--- src/rtl/regfile_pkg.sv ---
// Shared types and helpers for the multiport register file and its bulk-clear sequencer.
package regfile_pkg;

  typedef enum logic [1:0] {
    StIdle  = 2'd0,
    StClear = 2'd1,
    StDone  = 2'd2
  } clear_state_e;

  function automatic int unsigned addr_width(input int unsigned depth);
    return $clog2(depth);
  endfunction

endpackage

--- src/rtl/regfile_clear_fsm.sv ---
// Bulk-clear sequencer: sweeps every register address once, then pulses done for one cycle.
module regfile_clear_fsm
  import regfile_pkg::*;
#(
  parameter int unsigned DEPTH = 32,
  parameter int unsigned AW    = addr_width(DEPTH)
) (
  input  logic          clk,
  input  logic          rst_n,
  input  logic          i_clear_req,
  output logic [AW-1:0] o_sweep_addr,
  output logic          o_sweep_en,
  output logic          o_busy,
  output logic          o_done
);

  clear_state_e  r_state;
  logic [AW-1:0] r_cnt;
  logic          r_sweep_en;
  logic          r_busy;
  logic          r_done;

  always_ff @(posedge clk or negedge rst_n) begin
    if (!rst_n) begin
      r_state    <= StIdle;
      r_cnt      <= '0;
      r_sweep_en <= 1'b0;
      r_busy     <= 1'b0;
      r_done     <= 1'b0;
    end else begin
      case (r_state)
        StIdle: begin
          if (i_clear_req) begin
            r_state    <= StClear;
            r_cnt      <= '0;
            r_sweep_en <= 1'b1;
            r_busy     <= 1'b1;
          end
        end
        StClear: begin
          r_cnt <= r_cnt + AW'(1);
          // Last address zeroed this cycle; the counter wraps back to 0 on the way out.
          if (r_cnt == AW'(DEPTH - 1)) begin
            r_state    <= StDone;
            r_sweep_en <= 1'b0;
            r_done     <= 1'b1;
          end
        end
        StDone: begin
          r_state <= StIdle;
          r_busy  <= 1'b0;
          r_done  <= 1'b0;
        end
        default: begin
          r_state    <= StIdle;
          r_sweep_en <= 1'b0;
          r_busy     <= 1'b0;
          r_done     <= 1'b0;
        end
      endcase
    end
  end

  assign o_sweep_addr = r_cnt;
  assign o_sweep_en   = r_sweep_en;
  assign o_busy       = r_busy;
  assign o_done       = r_done;

endmodule

--- src/rtl/regfile_multiport.sv ---
// Multi-read, single-write register file with optional zero register, write forwarding,
// a sequenced bulk clear and a registered debug read port.
module regfile_multiport
  import regfile_pkg::*;
#(
  parameter int unsigned WIDTH    = 32,
  parameter int unsigned DEPTH    = 32,
  parameter int unsigned NUM_READ = 2,
  parameter bit          ZERO_REG = 1'b1,
  parameter bit          BYPASS   = 1'b1,
  localparam int unsigned AW      = addr_width(DEPTH)
) (
  input  logic                      clk,
  input  logic                      reset_n,
  input  logic                      we,
  input  logic [AW-1:0]             waddr,
  input  logic [WIDTH-1:0]          wdata,
  input  logic [NUM_READ*AW-1:0]    rd_addr,
  output logic [NUM_READ*WIDTH-1:0] rd_data,
  input  logic                      clear_req,
  output logic                      clear_busy,
  output logic                      clear_done,
  input  logic                      dbg_req,
  input  logic [AW-1:0]             dbg_addr,
  output logic [WIDTH-1:0]          dbg_data,
  output logic                      dbg_valid
);

  logic [WIDTH-1:0] r_mem [DEPTH];
  logic [WIDTH-1:0] r_dbg_data;
  logic             r_dbg_valid;

  logic [AW-1:0]    w_sweep_addr;
  logic             w_sweep_en;
  logic             w_busy;
  logic             w_done;
  logic             w_wr_act;

  regfile_clear_fsm #(
    .DEPTH (DEPTH),
    .AW    (AW)
  ) u_clear_fsm (
    .clk          (clk),
    .rst_n        (reset_n),
    .i_clear_req  (clear_req),
    .o_sweep_addr (w_sweep_addr),
    .o_sweep_en   (w_sweep_en),
    .o_busy       (w_busy),
    .o_done       (w_done)
  );

  // User writes (and forwarding) are only live while the sweep is idle.
  assign w_wr_act = we & ~w_busy;

  always_ff @(posedge clk or negedge reset_n) begin
    if (!reset_n) begin
      for (int unsigned i = 0; i < DEPTH; i++) begin
        r_mem[i] <= '0;
      end
    end else begin
      for (int unsigned i = 0; i < DEPTH; i++) begin
        if (w_sweep_en && (w_sweep_addr == AW'(i))) begin
          r_mem[i] <= '0;
        end else if (w_wr_act && (waddr == AW'(i)) && !(ZERO_REG && (i == 0))) begin
          r_mem[i] <= wdata;
        end
      end
    end
  end

  for (genvar k = 0; k < NUM_READ; k++) begin : g_rd
    logic [AW-1:0] w_ra;
    logic          w_zero;
    logic          w_fwd;

    assign w_ra   = rd_addr[k*AW +: AW];
    assign w_zero = ZERO_REG && (w_ra == '0);
    assign w_fwd  = BYPASS && w_wr_act && (waddr == w_ra);
    assign rd_data[k*WIDTH +: WIDTH] = w_zero ? '0 : (w_fwd ? wdata : r_mem[w_ra]);
  end

  // Debug reads see the stored array only, never the in-flight write.
  always_ff @(posedge clk or negedge reset_n) begin
    if (!reset_n) begin
      r_dbg_valid <= 1'b0;
      r_dbg_data  <= '0;
    end else begin
      r_dbg_valid <= dbg_req;
      if (dbg_req) begin
        r_dbg_data <= r_mem[dbg_addr];
      end
    end
  end

  assign clear_busy = w_busy;
  assign clear_done = w_done;
  assign dbg_data   = r_dbg_data;
  assign dbg_valid  = r_dbg_valid;

endmodule
--- config.mk ---
export PLATFORM = sky130hd
export DESIGN_NAME = regfile_multiport
export DESIGN_NICKNAME = d
export VERILOG_FILES = /design/src/rtl/regfile_pkg.sv /design/src/rtl/regfile_clear_fsm.sv /design/src/rtl/regfile_multiport.sv
export SDC_FILE = /design/constraint.sdc
export NUM_CORES = 2
export LEC_CHECK = 0
export ABC_AREA = 0
export ABC_CLOCK_PERIOD_IN_PS = 6840
export CELL_PAD_IN_SITES_DETAIL_PLACEMENT = 0
export CELL_PAD_IN_SITES_GLOBAL_PLACEMENT = 2
export CORE_ASPECT_RATIO = 1.1
export CORE_MARGIN = 2
export CORE_UTILIZATION = 49
export CTS_CLUSTER_DIAMETER = 100
export CTS_CLUSTER_SIZE = 8
export DETAILED_ROUTE_END_ITERATION = 16
export PLACE_DENSITY_LB_ADDON = 0.1
export SYNTH_ARGS = -nofsm -noshare
export SYNTH_HDL_FRONTEND = slang
export SYNTH_HIERARCHICAL = 1
export SYNTH_SLANG_ARGS = --single-unit
--- constraint.sdc ---
create_clock -name clk -period 6.84 [get_ports clk]
set_clock_uncertainty 0.15 [all_clocks]
set_input_delay 1.026 -clock clk [delete_from_list [all_inputs] [get_ports clk]]
set_output_delay 1.026 -clock clk [all_outputs]
set_load 0.005 [all_outputs]
# Yosys cells after proc, flatten, opt, wreduce, memory -nomap -nowiden
# Cells that the tools add are included.
# word_totals
reg_bits,1035
elab_cells,308
# op_classes
muxes,86
n_reduce_logical,104
n_eq_ne,68
n_lt_le_gt_ge,3
n_addsub,1
n_bitwise,8
# op_table
cell,n
two-way mux 32 bit,72
binary-select mux 32 bit (select 5 bit),3
equality test 5 bit (second input constant),32
equality test 5 x 4 -> 1 bit (second input constant),16
logical AND 1 bit,64
nonzero test 2 bit,32
equality test 5 x 3 -> 1 bit (second input constant),8
equality test 5 x 2 -> 1 bit (second input constant),4
greater-or-equal comparator 6 bit (second input constant),3
inverter 5 -> 6 bit,3
equality test 5 x 1 -> 1 bit (second input constant),2
equality test 5 bit,2
zero test 5 bit,2
case mux 5 bit (2 select lines),1
AND reduction 2 bit,4
adder 5 x 1 -> 5 bit (second input constant),1
two-way mux 5 bit,1
two-way mux 2 bit,2
!= test 2 bit (second input constant),2
inverter 1 bit,4
case mux 1 bit (2 select lines),2
case mux 2 bit (2 select lines),1
two-way mux 1 bit,3
case mux 1 bit (3 select lines),1
other kinds (5),5

# Longest topological paths before layout
# depth
depth_word,6
depth_mapped,9

# Hierarchy
# Netlist, hierarchy kept.
# modules_own_cells
module,area_per_inst_um2,cells_each,instances
regfile_multiport,60809.6,4572,1
regfile_clear_fsm,440.4,39,1

# Least setup slack after synthesis
# No wires, ideal clock.
# synth_path
path_type,input -> output
startpoint,input port rd_addr[0]
endpoint,output port rd_data[12]
slack_ns,2.956
arrival_time_ns,2.708
path_stages,8
path_cell_list,buf_4 buf_2 buf_2 mux4_2 a22oi_1 nand2_1 a211oi_1 nor3_1
# synth_via
elab_chain_len,6
word_cells_on_any_way,9
# synth_rtl
element,line_no,source
from (decl),regfile_multiport.sv:18,"input logic [NUM_READ*AW-1:0] rd_addr,"
inverter 5 -> 6 bit (implied by the code),regfile_multiport.sv:79,assign rd_data[k*WIDTH +: WIDTH] = w_zero ? '0 : (w_fwd ? wdata : r_mem[w_ra]);
binary-select mux 32 bit (select 5 bit),regfile_multiport.sv:79,
two-way mux 32 bit (implied by the code) (2 in a row),regfile_multiport.sv:79,
two-way mux 32 bit,regfile_multiport.sv:79,
two-way mux 32 bit *,regfile_multiport.sv:79,
to (decl),regfile_multiport.sv:19,"output logic [NUM_READ*WIDTH-1:0] rd_data,"
# Every way passes the cells marked *; elsewhere a longest branch is shown, timed or not. The select of a mux whose other input is x is not followed.

# Worst setup path in the final report
# layout_path
startpoint,input port waddr[4]
endpoint,output port rd_data[59]
# layout_via
elab_chain_len,4
# layout_rtl
element,line_no,source
from (decl),regfile_multiport.sv:16,"input logic [AW-1:0] waddr,"
equality test 5 bit,regfile_multiport.sv:78,assign w_fwd = BYPASS && w_wr_act && (waddr == w_ra);
logical AND 1 bit,regfile_multiport.sv:78,
two-way mux 32 bit (2 in a row),regfile_multiport.sv:79,
# Every way passes these cells.

==> results by group <==
Outcome
  • Status: finished clean

Critical path
  • Critical path class: primary input to primary output
  • Cell Chain, Critical Path: clkdlybuf4s50_1, xor2_1, nor4_1, and3_2, buf_4, a211oi_1, nor3_1, buf_4, clkdlybuf4s50_1
  • Critical Path Max Stage Delay: 0.74 ns
  • Worst endpoint required time: between 5 and 6 ns
  • Worst Setup Start Kind: primary input
  • CP arrival: between 5 and 6 ns
  • Worst path slowest cell: clkdlybuf4s50_1
  • Critical path capture point type: primary output
  • CP max FO: 15

Timing
  • Worst slew margin: 6.28%
  • Max-slew violation count: 0
  • Hold WS: between 0.1 and 0.15 ns
  • Tmin final: between 6 and 7 ns
  • Least-Margin Pin Slew: ~1.4 ns
  • Slack of the critical path: between 0.6 and 0.7 ns
  • F_max: between 150 and 200 MHz
  • Final Hold Viols: 0
  • RSZ-0062 raised after global routing: false
  • TNS Setup: 0 ns
  • Period utilization: between 90% and 100%
  • Final setup violation count: 0

Global route
  • Largest net degree at the start of global routing: roughly 140
  • GRT overflow: 0
  • First-pass GRT wire length: between 400 and 500 mm
  • Vias in the first global route: between 50000 and 60000
  • GR Util All Layers: 45.1%
  • Initial antenna violation count: 8

Die
  • DIE WIDTH: ~340 um
  • Initial Util: 49.2%
  • Core ar.: between 0.1 and 0.15 sq mm
  • Die footprint: 0.128 sq mm
  • Ports: between 150 and 200
  • DIE HEIGHT: roughly 370 um
  • Row count: around 140

Final layout
  • Area of the multi-input gates: between 0.03 and 0.04 sq mm
  • Layout cells sized above 1: around 30%
  • Sequential cell area: around 0.026 sq mm
  • Nets: ~4600
  • Synth-to-Final Area Change: 12.4%
  • Fill cells: 10300

Clock tree
  • Clk root buf: clkbuf_16
  • CTS buffer count: about 150
  • Clk buf depth: 3
  • CTS clk-pin slew, worst paths: approximately 0.05 ns
  • Clk sinks: 1035
  • Post-CTS Setup Bufs: 0
  • CTS tree: yes
  • H-Tree Depth: 4
  • Hold-fix buffers, CTS: 0
  • CTS resizes: 0
  • Later-pin clock latency in the skew report: roughly 0.8 ns

Route
  • Avg WL per Cell: between 40 and 50 um
  • DRT met1 WL: between 100 and 150 mm
  • Via-to-Cell Ratio: just over 8
  • DR vias: 51200
  • Initial DRC Count: 8161
  • Residual DRC: 0
  • Met3 WL: 41.5 mm
  • Metal2 WL: between 100 and 150 mm
  • Antenna-violating nets left: 0
  • Routed wire length: roughly 290 mm
  • DR pass1 iterations: 8
  • Top Metal Used: met5

Synth
  • Async SR Flop Fraction: 100%
  • Main synth FF type: dfrtp_1
  • Share of Yosys cell area claimed by the top area cell type: 42.3%
  • EDFF count, synth: 0
  • Synthesized cell area: 0.0612 sq mm
  • Gate Count Post-Synth: 4611
  • Seq cells post-synth: approximately 1000
  • Synth Net Count: around 4700
  • Distinct cells, synth: 50
  • Most common cell in the netlist: dfrtp_1
  • Area leader, netlist: dfrtp_1
  • Syn_area_per_cell: between 10 and 15 sq um
  • Sequential area share after synthesis: 42.3%
  • Synth cell count leaders: dfrtp_1 (1035), a22o_1 (995), mux4_2 (675)
  • Yosys synthesis warning count: 6
  • Ranking of synthesized cells by area: dfrtp_1 (42%), mux4_2 (25%), a22o_1 (14%)

Run
  • Max-cap violations: 0

Power and ir drop
  • Tot Pwr: between 15 and 20 mW
  • Power Density: 286 mW/mm^2
  • Max IR drop VDD: approximately 0.31 mV
  • Leak Pwr: approximately 29 nW

Placement
  • DP HPWL: roughly 170 mm
  • Gpl congestion: about 0.93
  • Port Buf Inserts: 155
  • Worst slack, placed: around 0.9 ns

Worst hold path
  • HP Class: primary input to async pin
[layout make-up]
cell class	count	area share [%]
clock inverters	15	0.345
diodes	9	0.0327
inverters	5	0.0273
flip-flops and latches	1035	37.6
clock buffers	148	5.38
repair buffers	402	5.34
multi-input cells	2934	48.3
well taps	1656	3.01
[worst max-delay path: cells and delay by family]
kind | cells | cell delay (ns)
buffers and inverters | 4 | 1.88
AOI/OAI and AO/OA | 1 | 0.10
and+or+nand+nor | 3 | 1.74
xor gates and xnor gates | 1 | 0.28
[registers in the layout (all words and copies together) (netlist names)]
register,flops
u_clear_fsm/o_sweep_en,1
u_clear_fsm/o_done,1
dbg_data,32
u_clear_fsm/o_sweep_addr,5
u_clear_fsm/r_state,2
dbg_valid,1
u_clear_fsm/o_busy,1
r_mem,992
[stage by stage]
stage | std cells | util [%] | area [sq um]
after floorplan | 4611 | - | 61300
after global placement | 6032 | 52.1 | 64900
after detailed placement | 6032 | 52.1 | 64900
after CTS | 6195 | 55.3 | 68800
after global routing | 6195 | 55.3 | 68800
final | 6204 | 55.3 | 68900
[power by group]
group          leakage [nW]  switching, mW  total, mW  internal [mW]
registers              14.3          0.959       7.99           7.03
logic                  12.8           2.67       4.99           2.32
clock network          1.93           2.91       6.75           3.83
[per-layer routing]
metal  global-route usage [%]  vias up
li1                         -    18700
met2                     62.3     4578
met3                     18.5     1189
met1                     57.8    26700
met5                    0.341        -
met4                     30.6        6
[worst paths after layout]
check,startpoint,end,slack [ns],depth (start not counted)
setup / recovery,waddr[4],rd_data[59],0.62,9
hold reg to reg,dbg_data[18],dbg_data[18],0.38,2
setup reg to reg,u_clear_fsm/o_busy,r_mem[948],3.08,6
hold / removal,reset_n,r_mem[231],0.11,1
min in group clk,dbg_data[18],dbg_data[18],0.38,2
max in group asynchronous,reset_n,r_mem[887],4.93,2
[cells in the final DEF (no fill, tap or decap), types with 96 or more instances in the layout]
master           count
a221oi_1            96
a22o_1             995
a22oi_1            100
buf_4              232
clkbuf_16          148
clkdlybuf4s50_1    136
dfrtp_1           1035
mux2_2             155
mux4_2             675
nor2_1             236
[cell families after synthesis]
logic type                 share of synthesized area, %
muxes                                              28.7
and+or+nand+nor                                    4.57
DFF                                                42.3
adders and majority gates                        0.0408
AOI/OAI and AO/OA                                  19.7
buffers and inverters                              4.56
xor gates and xnor gates                          0.143
Power figures use the tool's default switching activity.
